==> config.mk <==
export PLATFORM = sky130hd
export DESIGN_NAME = neuron_mac
export DESIGN_NICKNAME = d
export VERILOG_FILES = /design/src/rtl/neuron_mac.sv
export SDC_FILE = /design/constraint.sdc
export NUM_CORES = 1
export LEC_CHECK = 0
export BUFFER_PORTS_ARGS = -buffer_cell sky130_fd_sc_hd__clkbuf_2
export CAP_MARGIN = 20
export CORE_UTILIZATION = 40
export CTS_CLUSTER_DIAMETER = 150
export CTS_CLUSTER_SIZE = 30
export DETAILED_ROUTE_END_ITERATION = 7
export PLACE_DENSITY = 0.65
export SLEW_MARGIN = 10
export SYNTH_ARGS = -nofsm -noshare
export SYNTH_HDL_FRONTEND = slang
export SYNTH_SLANG_ARGS = --single-unit
==> constraint.sdc <==
create_clock -name clk -period 11.5 [get_ports clk]
set_input_delay 2.3 -clock clk [delete_from_list [all_inputs] [get_ports clk]]
set_output_delay 2.3 -clock clk [all_outputs]
set_load 0.01 [all_outputs]
==> src/rtl/neuron_mac.sv <==
// Neuron compute stage: streams activations against a 1-cycle-latency weight memory,
// accumulates the signed dot product, adds bias, rescales with saturation and activates.
module neuron_mac #(
  parameter int numWeight    = 30,
  parameter int addressWidth = $clog2(numWeight),
  parameter int dataWidth    = 16,
  parameter int fracBits     = 12,
  parameter int biasValue    = 0,
  parameter int actType      = 0
) (
  input  logic                        clk,
  input  logic                        rst_n,
  input  logic                        x_valid,
  output logic                        x_ready,
  input  logic signed [dataWidth-1:0] x_in,
  output logic                        w_ren,
  output logic [addressWidth-1:0]     w_radd,
  input  logic signed [dataWidth-1:0] w_in,
  output logic                        out_valid,
  output logic signed [dataWidth-1:0] out_data
);

  localparam int AccW  = 2 * dataWidth + $clog2(numWeight);
  localparam int SumW  = AccW + 1;
  localparam int ProdW = 2 * dataWidth;

  localparam logic signed [dataWidth-1:0] BIAS_D = dataWidth'(biasValue);
  localparam logic signed [SumW-1:0] BIAS_SH =
    {{(SumW - dataWidth){BIAS_D[dataWidth-1]}}, BIAS_D} <<< fracBits;
  localparam logic signed [SumW-1:0] MAX_V =
    {{(SumW - dataWidth + 1){1'b0}}, {(dataWidth - 1){1'b1}}};
  localparam logic signed [SumW-1:0] MIN_V =
    {{(SumW - dataWidth + 1){1'b1}}, {(dataWidth - 1){1'b0}}};
  localparam logic [addressWidth-1:0] LAST_ADDR = addressWidth'(numWeight - 1);

  typedef enum logic [1:0] {ACC, DRAIN, FINAL} state_t;

  state_t                      state_reg;
  logic [addressWidth-1:0]     cnt_reg;
  logic signed [AccW-1:0]      acc_reg;
  logic signed [dataWidth-1:0] x_d_reg;
  logic                        v_d_reg;
  logic                        out_valid_reg;
  logic signed [dataWidth-1:0] out_data_reg;

  logic                        transfer;
  logic signed [ProdW-1:0]     x_ext;
  logic signed [ProdW-1:0]     w_ext;
  logic signed [ProdW-1:0]     prod;
  logic signed [AccW-1:0]      prod_ext;
  logic signed [SumW-1:0]      sum_next;
  logic signed [SumW-1:0]      shifted_next;
  logic signed [dataWidth-1:0] result_next;

  assign x_ready   = (state_reg == ACC);
  assign transfer  = x_valid & x_ready;
  assign w_ren     = transfer;
  assign w_radd    = cnt_reg;
  assign out_valid = out_valid_reg;
  assign out_data  = out_data_reg;

  // x_d_reg lines up with w_in: both belong to the address issued one cycle earlier.
  assign x_ext    = {{dataWidth{x_d_reg[dataWidth-1]}}, x_d_reg};
  assign w_ext    = {{dataWidth{w_in[dataWidth-1]}}, w_in};
  assign prod     = x_ext * w_ext;
  assign prod_ext = {{(AccW - ProdW){prod[ProdW-1]}}, prod};

  always_comb begin
    sum_next     = {acc_reg[AccW-1], acc_reg} + BIAS_SH;
    shifted_next = sum_next >>> fracBits;
    result_next  = shifted_next[dataWidth-1:0];
    if (shifted_next > MAX_V) begin
      result_next = MAX_V[dataWidth-1:0];
    end else if (shifted_next < MIN_V) begin
      result_next = MIN_V[dataWidth-1:0];
    end
    if (actType == 0 && result_next[dataWidth-1]) begin
      result_next = '0;
    end
  end

  always_ff @(posedge clk or negedge rst_n) begin
    if (!rst_n) begin
      state_reg     <= ACC;
      cnt_reg       <= '0;
      acc_reg       <= '0;
      x_d_reg       <= '0;
      v_d_reg       <= 1'b0;
      out_valid_reg <= 1'b0;
      out_data_reg  <= '0;
    end else begin
      out_valid_reg <= 1'b0;
      case (state_reg)
        ACC: begin
          if (transfer) begin
            x_d_reg <= x_in;
            v_d_reg <= 1'b1;
            if (cnt_reg == LAST_ADDR) begin
              cnt_reg   <= '0;
              state_reg <= DRAIN;
            end else begin
              cnt_reg <= cnt_reg + addressWidth'(1);
            end
          end else begin
            v_d_reg <= 1'b0;
          end
        end
        DRAIN: begin
          v_d_reg   <= 1'b0;
          state_reg <= FINAL;
        end
        FINAL: begin
          v_d_reg       <= 1'b0;
          out_data_reg  <= result_next;
          out_valid_reg <= 1'b1;
          state_reg     <= ACC;
        end
        default: begin
          v_d_reg   <= 1'b0;
          state_reg <= ACC;
        end
      endcase

      // The final product lands during DRAIN, so the sum is complete by FINAL.
      if (state_reg == FINAL) begin
        acc_reg <= '0;
      end else if (v_d_reg) begin
        acc_reg <= acc_reg + prod_ext;
      end
    end
  end

endmodule

* Word level (Yosys, flattened, before mapping) *
Cells that the tools add are included.

word-level totals
  word-level logic and storage cells = 34
  output and inout port bits = 24
  bits of input ports = 35
  register bits = 78

cells by class
  muxes and demuxes = 12
  add/subtract/negate cells = 2
  equal/unequal tests = 5
  reductions and logical operators = 4
  bitwise logic cells = 1
  magnitude comparators = 2
  $mul = 1

operator list
  cell                    number
  $mux W37                2
  $add A37 B32 Y37        1
  $mul A16 B16 Y32        1
  $mux W16                2
  $gt A25 B16 Y1 const B  1
  $lt A25 B16 Y1 const B  1
  $mux W15                1
  $add A5 B1 Y5 const B   1
  $eq A5 B5 Y1 const B    1
  $mux W5                 1
  $mux W2                 2
  $ne A2 B1 Y1 const B    2
  $pmux W2 S2             1
  $reduce_and A2 Y1       2
  $mux W1                 3
  $eq A2 B1 Y1 const B    1
  $eq A2 B2 Y1 const B    1
  $logic_not A2 Y1        1
  $reduce_bool A2 Y1      1
  $and A1 B1 Y1           1

* Logic depth before layout (Yosys ltp) *
Gate-level depths: netlist of run 1.

  word-level depth = 4
  depth in mapped cells = 25
  mapped depth without buffers = 23

* Least setup slack after synthesis of run 1 *
OpenSTA, ideal clock, no wires.

  kind = input-to-reg
  start = input w_in[1]
  end = register acc_reg[36]
  data required time = 11378 ps
  library setup time = 122 ps
  arrival time = 8122 ps
  path slack = 3256 ps
  buffers on the path = 1
  stages on the path = 23
  cell sequence = clkbuf_1 nand2_1 inv_1 fa_1 inv_1 fa_1 fa_1 inv_1 fa_1 fa_1 inv_1 fa_1 inv_1 ha_1 a21o_1 a221o_1 a31o_1 a211o_1 o21ai_2 nor4_2 a2111oi_4 nand3b_1 a32o_1

between the ends
  longest elaborated chain between the ends = 4

RTL lines
  item                    line  RTL
  start: declaration      18    input logic signed [dataWidth-1:0] w_in,
  $mul A16 B16 Y32        65    assign prod = x_ext * w_ext;
  $add A37 B32 Y37        128   acc_reg <= acc_reg + prod_ext;
  $mux W37                127   end else if (v_d_reg) begin
  $mux W37                125   if (state_reg == FINAL) begin
  end signal: assignment  128
  end: declaration        40    logic signed [AccW-1:0] acc_reg;

No other way between the ends. The select of a mux whose other input is x is not followed.
A chain may end at the register's enable or synchronous reset.

* Final worst setup path of run 1 *
Ends and elaborated chain as after synthesis.

==> results of run 1 <==
-- layer usage --
metal  routed length (µm)  GRT usage  vias up
met4                  403     0.0317        0
met5                    0          0        -
met1                13500      0.238     5343
met3                  861     0.0155       26
li1                     -          -     4711
met2                17200      0.329      151
-- metrics by stage --
step	hold WS, ps	util	cells	area, µm²	setup WS, ps
after floorplan	427	-	1567	14700	3260
after global placement	441	0.428	2032	15400	2800
after detailed placement	445	0.428	2032	15400	2730
after CTS	453	0.437	2048	15700	3090
after global routing	482	0.438	2051	15700	2700
final	452	0.438	2051	15700	3050
-- synth_stat cells (all sizes together) (2+ instances only) --
master	n	area (µm²)
a211o	4	35.0
a21oi	47	235
mux2i	20	200
nor3	4	20.0
inv	355	1330
dfrtp	77	1930
o21bai	2	15.0
nand2	206	773
nand3	13	65.1
ha	111	1390
nor2b	7	43.8
o21ai	28	144
a21boi	2	15.0
o21a	3	22.5
o2111ai	2	17.5
nor2	95	357
buf	4	22.5
and4	2	17.5
a221oi	3	26.3
o22ai	5	31.3
fa	318	6370
clkbuf	50	208
nand4	6	37.5
a31oi	7	43.8
xnor2	22	193
xor2	12	105
nor3b	3	22.5
and2	111	694
nand2b	2	12.5
or2	2	12.5
a21o	15	116
a211oi	6	45.0
nor4	3	25.0
and3	5	31.3
-- path summary, 6_finish.rpt --
check,startpoint,endpoint,cells past startpoint
setup / recovery,w_in[1],acc_reg[36]$_DFFE_PN0P_,23
hold / removal,state_reg[1]$_DFFE_PN0P_,state_reg[1]$_DFFE_PN0P_,1
setup reg to reg,x_d_reg[6]$_DFFE_PN0P_,acc_reg[35]$_DFFE_PN0P_,22
hold reg to reg,state_reg[1]$_DFFE_PN0P_,state_reg[1]$_DFFE_PN0P_,1
max in group asynchronous,rst_n,acc_reg[13]$_DFFE_PN0P_,2
min in group asynchronous,rst_n,acc_reg[34]$_DFFE_PN0P_,1
-- layout make-up --
class                      instances  area [µm²]
sequential                        77        1930
timing repair buffer              63         360
fill                            3542       20200
inverter                         355        1330
multi-input combinational       1079       11200
clock buffer                      11         253
clock inverter                     5        58.8
tap                              461         577
-- cells by family (layout without fill, tap and decap cells) --
logic type               count (synthesis)  after routing  synth area share
AND/OR/NAND/NOR                        464            464             0.146
adder cells (fa/ha/maj)                429            429             0.526
buffers and inverters                  411            434             0.107
AO/OA/AOI/OAI                          131            131            0.0562
flip-flops                              77             77             0.131
XOR/XNOR                                34             34            0.0202
multiplexers                            20             20            0.0136
other                                    1              1          0.000254
-- worst max-delay path, delay by kind of cell --
| family | cells | cell delay, ps |
|---|---|---|
| compound gates | 4 | 850 |
| fa+ha+maj | 7 | 3440 |
| buf+inv | 6 | 640 |
| simple gates | 6 | 1430 |
==> key figures, run 1 <==
Run status
  – Outcome: finished clean

Floorplan
  – Initial Utilization: 0.411
  – Site Rows: just under 70
  – CORE AREA: 35900 µm²
  – Die height: a little under 200 µm
  – Full die area: ~38000 µm²
  – I/O pin cnt: a little under 60
  – Die extent in x: ~190 µm

STA
  – Achievable frequency: between 0.1 and 0.15 GHz
  – Slew margin rel.: 0.325
  – Setup TNS: 0 ps
  – Final-report setup violation count: 0
  – RSZ-0062 raised after global routing: false
  – Final Max Slew Viols: 0
  – Post-route clock period utilization: 0.735
  – Least-Margin Pin Slew: 1010 ps
  – Worst Skew: between 10 and 15 ps
  – Hold Violations, Final: 0
  – Fin crit period: 8450 ps

Worst setup path
  – Slowest stage delay, CP: ~650 ps
  – Worst endpoint data arrival time: 8690 ps
  – Flop-to-flop setup slack: 4540 ps
  – Worst-path cell chain: clkbuf_2 -> nand2_1 -> inv_1 -> fa_1 -> inv_1 -> fa_1 -> fa_1 -> inv_1 -> fa_1 -> fa_1 -> inv_1 -> fa_1 -> inv_1 -> ha_1 -> and3_1 -> and4_1 -> nand3_1 -> a21oi_1 -> o21ai_2 -> nor4_2 -> a2111oi_4 -> nand4b_1 -> a32o_1
  – Critical Path Source Type: primary input
  – CP required: ~12000 ps
  – CP max FO: 16
  – WS Path Type: primary input to flip-flop
  – Worst path most repeated cell: fa_1
  – Crit-path slowest cell: fa_1
  – CP Capture Type: flip-flop

Logic synthesis
  – Prevailing post-synth register cell: dfrtp_1
  – Netlist cell types: 55
  – Number of synthesized register bits: 77
  – Mapped Avg Cell Area: approximately 9.4 µm²
  – Async SR Flop Fraction: 1.00
  – EDFF count, synth: 0
  – Mapped Area: ~15000 µm²
  – Syn nets: 2031
  – Synth Instances: ~1600
  – Synthesis Warnings: 0
  – Register area share after synthesis: 0.131

Final layout
  – Largest register FFs: 37
  – N_diodes: 0
  – Most frequent cells in the layout: inv_1 (355), fa_1 (318), nand2_1 (206)
  – Layout cells sized above 1: 0.0560
  – Commonest non-fill, non-tap cell in the layout: inv_1
  – Area delta synth->final: 6.78%
  – Nets: around 2000

Route
  – Final ANT Viol Nets: 0
  – Vias per cell: 4.99
  – Detailed-route via count: 10200
  – Wire per inst: about 16 µm
  – Residual DRC: 0
  – Detailed Route WL: between 30000 and 40000 µm
  – Drt first pass iters: 5
  – 1st-iter DRT viols: ~500

Global route
  – Vias in the first global route: between 10000 and 15000
  – First-pass GRT wire length: around 55000 µm
  – Global route total overflow: 0
  – Initial antenna violation count: 0
  – Largest net degree at the start of global routing: 78
  – GR Util All Layers: 0.181

Clocking
  – Root Buffer: clkbuf_16
  – Clk_lat worst skew: approximately 340 ps
  – Clock transition at path regs: roughly 70 ps
  – CTS Buf Count: 9
  – TritonCTS clock tree: done
  – TritonCTS sink count: between 70 and 80
  – Hold buffers post-CTS: 0
  – Clk buf depth: 2
  – Post-CTS Setup Bufs: 0
  – H-tree Lvls: 3
  – CTS resizes: 0

Place
  – GPL Wtd Cong: ~0.9
  – PortBufs: 57
  – Post-DP HPWL: around 27000 µm

Min path
  – Hold WC Path Type: flip-flop to flip-flop

Flow run
  – Max_cap viols: 0
Power of run 1 is not shown: default switching activity piles up to over one toggle a cycle in this logic, so the estimate is an artifact.
==> inputs of run 2 (changes only) <==
==> constraint.sdc (replaced) <==
create_clock -name clk -period 8.1 [get_ports clk]
set_input_delay 1.62 -clock clk [delete_from_list [all_inputs] [get_ports clk]]
set_output_delay 1.62 -clock clk [all_outputs]
set_load 0.01 [all_outputs]
==> key figures, run 2 (synthesis gave the netlist of run 1 again) <==
STA
  – Setup TNS: 0 ps (unchanged)
  – Worst Skew: 10.7 ps (-3.02 ps)
  – Final worst slack: 437 ps (-2610 ps)
  – RSZ-0062 raised after global routing: false
  – Final Max Slew Viols: 0 (unchanged)
  – Achievable frequency: 0.130 GHz
  – Final-report setup violation count: 0 (unchanged)
  – Fin crit period: 7660 ps
  – Final hold slack: 459 ps (+6.53 ps)
  – Hold Violations, Final: 0 (unchanged)
  – Least-Margin Pin Slew: 1030 ps (+19.0 ps)
  – Slew margin rel.: 0.313 (-0.0127)
  – Post-route clock period utilization: 0.946

Route
  – Routed met2 length: 17200 µm (about the same)
  – Detailed-route via count: 10300 (+0.84%)
  – Final ANT Viol Nets: 0 (unchanged)
  – Residual DRC: 0 (unchanged)
  – Top routing layer used: met4
  – Wire per inst: 15.7 µm (+1.0%)
  – Drt first pass iters: 5 (unchanged)
  – Vias per cell: 5.00 (+0.25%)
  – Detailed Route WL: 32500 µm (+1.6%)
  – Post-Route M1 WL: 13600 µm (+1.0%)
  – Met3 Routed Length: 1040 µm (+21%)
  – 1st-iter DRT viols: 523 (+3.2%)

Final layout
  – Commonest non-fill, non-tap cell in the layout: inv_1
  – Area delta synth->final: 7.39%
  – Fillcell total: 3532 (-0.28%)
  – Multi-input gate area: 11200 µm² (about the same)
  – Nets: 2061 (+0.59%)
  – N_diodes: 0 (unchanged)
  – Layout cells sized above 1: 0.0630 (+0.00707)
  – Most frequent cells in the layout: inv_1 (355), fa_1 (318), nand2_1 (206)
  – Largest register FFs: 37 (unchanged)
  – FF+latch area: 1930 µm² (unchanged)

Place
  – PortBufs: 57 (unchanged)
  – Post-DP HPWL: 27100 µm (+1.8%)
  – GPL Wtd Cong: 0.889 (-0.66%)
  – DP Worst Slack: 188 ps (-2540 ps)

Global route
  – First-pass GRT wire length: 56800 µm (+2.7%)
  – Largest net degree at the start of global routing: 78 (unchanged)
  – Global route total overflow: 0 (unchanged)
  – Initial antenna violation count: 1 (+1)
  – Vias in the first global route: 11400 (+3.6%)
  – GR Util All Layers: 0.186 (+0.00461)

Worst setup path
  – WS Path Type: primary input to flip-flop
  – Critical Path Source Type: primary input
  – CP Capture Type: flip-flop
  – CP required: 8330 ps (-3410 ps)
  – Worst endpoint data arrival time: 7890 ps (-800 ps)
  – CP max FO: 16 (unchanged)

Floorplan
  – Initial Utilization: 0.411 (unchanged)
  – CORE AREA: 35900 µm² (unchanged)
  – Full die area: 37600 µm² (unchanged)
  – Die extent in x: 194 µm (unchanged)
  – I/O pin cnt: 59 (unchanged)
  – Die height: 194 µm (unchanged)
  – Site Rows: 69 (unchanged)

Clocking
  – CTS Buf Count: 9 (unchanged)
  – TritonCTS clock tree: done
  – H-tree Lvls: 3 (unchanged)
  – Clk buf depth: 2 (unchanged)
  – TritonCTS sink count: 77 (unchanged)
  – Clock transition at path regs: 60 ps (about the same)
  – Post-CTS Setup Bufs: 0 (unchanged)
  – Root Buffer: clkbuf_16
  – Clk_lat worst skew: 340 ps (about the same)

Flow run
  – Max_cap viols: 0 (unchanged)

Run status
  – Outcome: finished clean

Min path
  – Hold WC Path Type: flip-flop to flip-flop
run 2: final cells by class:
cell class	count	area share
multi-input cells	1079	0.710
flip-flops and latches	77	0.122
inverters	355	0.0841
well taps	461	0.0364
repair buffers	75	0.0280
clock buffers	13	0.0171
clock inverters	3	0.00269
run 2: path summary, 6_finish.rpt:
kind,start,endpoint,slack (ps),depth (start not counted)
worst max register to register,x_d_reg[15]$_DFFE_PN0P_,acc_reg[36]$_DFFE_PN0P_,1210,22
max in group asynchronous,rst_n,out_data[3]$_DFFE_PN0P_,6380,2
worst max-delay path,w_in[1],acc_reg[36]$_DFFE_PN0P_,440,23
min in group asynchronous,rst_n,acc_reg[29]$_DFFE_PN0P_,1140,1
worst min-delay path,state_reg[1]$_DFFE_PN0P_,state_reg[1]$_DFFE_PN0P_,460,1
worst min register to register,state_reg[1]$_DFFE_PN0P_,state_reg[1]$_DFFE_PN0P_,460,1
run 2: per-stage QoR:
stage                     cell area (µm²)  utilization  instances
after global placement              15500        0.431       2045
after global routing                15800        0.441       2063
final                               15800        0.441       2063
after CTS                           15800        0.440       2061
after detailed placement            15500        0.431       2045
after floorplan                     14700            -       1567
run 2: repair_timing:
action,in CTS,in global routing
hold buffers,0,0
resized for setup,0,2
endpoints found under the setup margin,0,3
run 2: routing by layer:
metal | vias to the layer above | track usage
met5 | - | 0
met4 | 0 | 0.0370
met3 | 46 | 0.0202
met2 | 179 | 0.338
met1 | 5361 | 0.239
li1 | 4731 | -
run 2: worst max-delay path: stages:
cell and delay [ps]:
clkbuf_2 250, nand2_1 160, inv_1 80, fa_1 590, inv_1 120, fa_1 500
fa_1 510, inv_1 50, fa_1 480, fa_1 490, inv_1 50, fa_1 470
inv_1 40, ha_1 330, and3_1 230, and4_1 330, nand3_1 100, a21oi_1 390
o21ai_2 190, nor4_2 340, a2111oi_4 110, nand4b_1 190, a32o_1 260
Power of run 2 is left out for the same reason.
==> inputs of run 3 (changes only) <==
--- a/config.mk
+++ b/config.mk
@@ -7,11 +7,11 @@
 export LEC_CHECK = 0
 export BUFFER_PORTS_ARGS = -buffer_cell sky130_fd_sc_hd__clkbuf_2
 export CAP_MARGIN = 20
-export CORE_UTILIZATION = 40
+export CORE_UTILIZATION = 59
 export CTS_CLUSTER_DIAMETER = 150
 export CTS_CLUSTER_SIZE = 30
 export DETAILED_ROUTE_END_ITERATION = 7
-export PLACE_DENSITY = 0.65
+export PLACE_DENSITY = 0.86
 export SLEW_MARGIN = 10
 export SYNTH_ARGS = -nofsm -noshare
 export SYNTH_HDL_FRONTEND = slang
==> key figures, run 3 (synthesis gave the netlist of run 1 again) <==
Worst setup path
  – R2R Path Start: x_d_reg[15]$_DFFE_PN0P_
  – Critical Path Source Type: primary input
  – Crit-path slowest cell: fa_1
  – WS Path Type: primary input to flip-flop
  – Reg-to-Reg End: acc_reg[36]$_DFFE_PN0P_
  – CP Capture Type: flip-flop
  – Slowest stage delay, CP: 590 ps (about the same)
  – CP required: 8330 ps (about the same)
  – Worst-path cell chain: clkbuf_2 -> nand2_1 -> inv_1 -> fa_1 -> inv_1 -> fa_1 -> fa_1 -> inv_1 -> fa_1 -> fa_1 -> inv_1 -> fa_1 -> inv_1 -> ha_1 -> and3_1 -> and4_1 -> nand3_1 -> a21oi_1 -> o21ai_2 -> nor4_2 -> a2111oi_4 -> nand4b_1 -> a32o_1
  – CP startpoint: w_in[1]
  – CP max FO: 13 (-3)
  – R2R depth: 22 (unchanged)
  – Flop-to-flop setup slack: 1000 ps (-210 ps)
  – Worst path most repeated cell: fa_1
  – Worst endpoint data arrival time: 8010 ps (+120 ps)

Place
  – GPL Wtd Cong: 0.928 (+4.4%)
  – Post-DP HPWL: 27500 µm (+1.6%)
  – DP Worst Slack: 82.3 ps (-106 ps)
  – PortBufs: 57 (unchanged)

STA
  – Post-route clock period utilization: 0.961 (+0.0147)
  – Final-report setup violation count: 0 (unchanged)
  – Worst Skew: 10.5 ps (-0.224 ps)
  – Final hold slack: 457 ps (-1.58 ps)
  – Setup TNS: 0 ps (unchanged)
  – RSZ-0062 raised after global routing: false
  – Achievable frequency: 0.128 GHz (-1.5%)
  – Slew margin rel.: 0.307 (-0.00530)
  – Final Max Slew Viols: 0 (unchanged)
  – Fin crit period: 7780 ps (+119 ps)
  – Hold Violations, Final: 0 (unchanged)
  – Least-Margin Pin Slew: 1030 ps (+1.02 ps)
  – Final worst slack: 317 ps (-119 ps)

Final layout
  – Commonest non-fill, non-tap cell in the layout: inv_1
  – Nets: 2053 (-0.39%)
  – Area delta synth->final: 5.39%
  – Layout cells sized above 1: 0.0577 (-0.00533)
  – Multi-input gate area: 11200 µm² (about the same)
  – Fillcell total: 1930 (-45%)
  – Largest register FFs: 37 (unchanged)
  – Most frequent cells in the layout: inv_1 (355), fa_1 (318), nand2_1 (206)
  – FF+latch area: 1930 µm² (unchanged)
  – N_diodes: 0 (unchanged)

Run status
  – Outcome: finished clean

Floorplan
  – Full die area: 25600 µm² (-32%)
  – I/O pin cnt: 59 (unchanged)
  – CORE AREA: 24400 µm² (-32%)
  – Die height: 160 µm (-17%)
  – Site Rows: 57 (-17%)
  – Initial Utilization: 0.605 (+0.194)
  – Die extent in x: 160 µm (-17%)

Route
  – 1st-iter DRT viols: 737 (+41%)
  – Final ANT Viol Nets: 0 (unchanged)
  – Vias per cell: 5.52 (+10%)
  – Detailed-route via count: 10600 (+2.6%)
  – Detailed Route WL: 33300 µm (+2.5%)
  – Residual DRC: 0 (unchanged)
  – Drt first pass iters: 6 (+1)
  – Wire per inst: 17.4 µm (+10%)

Global route
  – GRT met2 Usage: 0.510 (+0.172)
  – Met1 GRT Util: 0.331 (+0.0916)
  – M3 GR Usage: 0.0340 (+0.0138)
  – Top Usage Layer GRT: met2
  – Initial antenna violation count: 0 (-1)
  – Global route total overflow: 0 (unchanged)
  – GR Util All Layers: 0.277 (+0.0910)
  – Vias in the first global route: 12000 (+4.9%)
  – First-pass GRT wire length: 56500 µm (-0.52%)
  – Largest net degree at the start of global routing: 78 (unchanged)

Min path
  – WHS Path Cells: 1 (unchanged)
  – Hold Path Sink: state_reg[1]$_DFFE_PN0P_
  – Hold Startpoint: state_reg[1]$_DFFE_PN0P_
  – Hold WC Path Type: flip-flop to flip-flop

Clocking
  – Clk_lat worst skew: 340 ps (about the same)
  – Post-CTS Setup Bufs: 0 (unchanged)
  – Hold buffers post-CTS: 0 (unchanged)
  – Clk buf depth: 2 (unchanged)
  – Clock transition at path regs: 70 ps (about the same)
  – TritonCTS clock tree: done
  – CTS resizes: 0 (unchanged)
  – TritonCTS sink count: 77 (unchanged)
  – Root Buffer: clkbuf_16
  – CTS Buf Count: 9 (unchanged)
  – H-tree Lvls: 3 (unchanged)

Flow run
  – Max_cap viols: 0 (unchanged)
[run 3: per-layer routing]
layer | vias up | wire length (µm)
met5 | - | 0
met4 | 0 | 1190
met3 | 90 | 1810
met2 | 364 | 18000
met1 | 5414 | 12300
li1 | 4719 | -
[run 3: worst max path at each step]
stage / to / cells after the start
detailed placement: acc_reg[36]$_DFFE_PN0P_ / 23
floorplan: acc_reg[36]$_DFFE_PN0P_ / 23
global route: acc_reg[36]$_DFFE_PN0P_ / 23
finish: acc_reg[36]$_DFFE_PN0P_ / 23
CTS: acc_reg[36]$_DFFE_PN0P_ / 23
global placement: acc_reg[36]$_DFFE_PN0P_ / 23
[run 3: critical path, delay by kind of cell]
family	cells	cell delay, ps
compound gates	4	950
fa+ha+maj	7	3360
buf+inv	6	600
simple gates	6	1480
[run 3: area by class of cell]
| cell class | count | area share |
|---|---|---|
| inverters | 355 | 0.0857 |
| clock inverters | 6 | 0.00298 |
| flip-flops and latches | 77 | 0.124 |
| well taps | 324 | 0.0261 |
| clock buffers | 10 | 0.0147 |
| repair buffers | 67 | 0.0233 |
| multi-input cells | 1079 | 0.723 |
[run 3: per-stage QoR]
step	util	std cells	instance area (µm²)
3_3_place_gp	0.626	1902	15300
6_report	0.637	1918	15500
5_1_grt	0.637	1918	15500
2_1_floorplan	-	1567	14700
3_5_place_dp	0.626	1902	15300
4_1_cts	0.637	1918	15500
Power of run 3 is left out for the same reason.
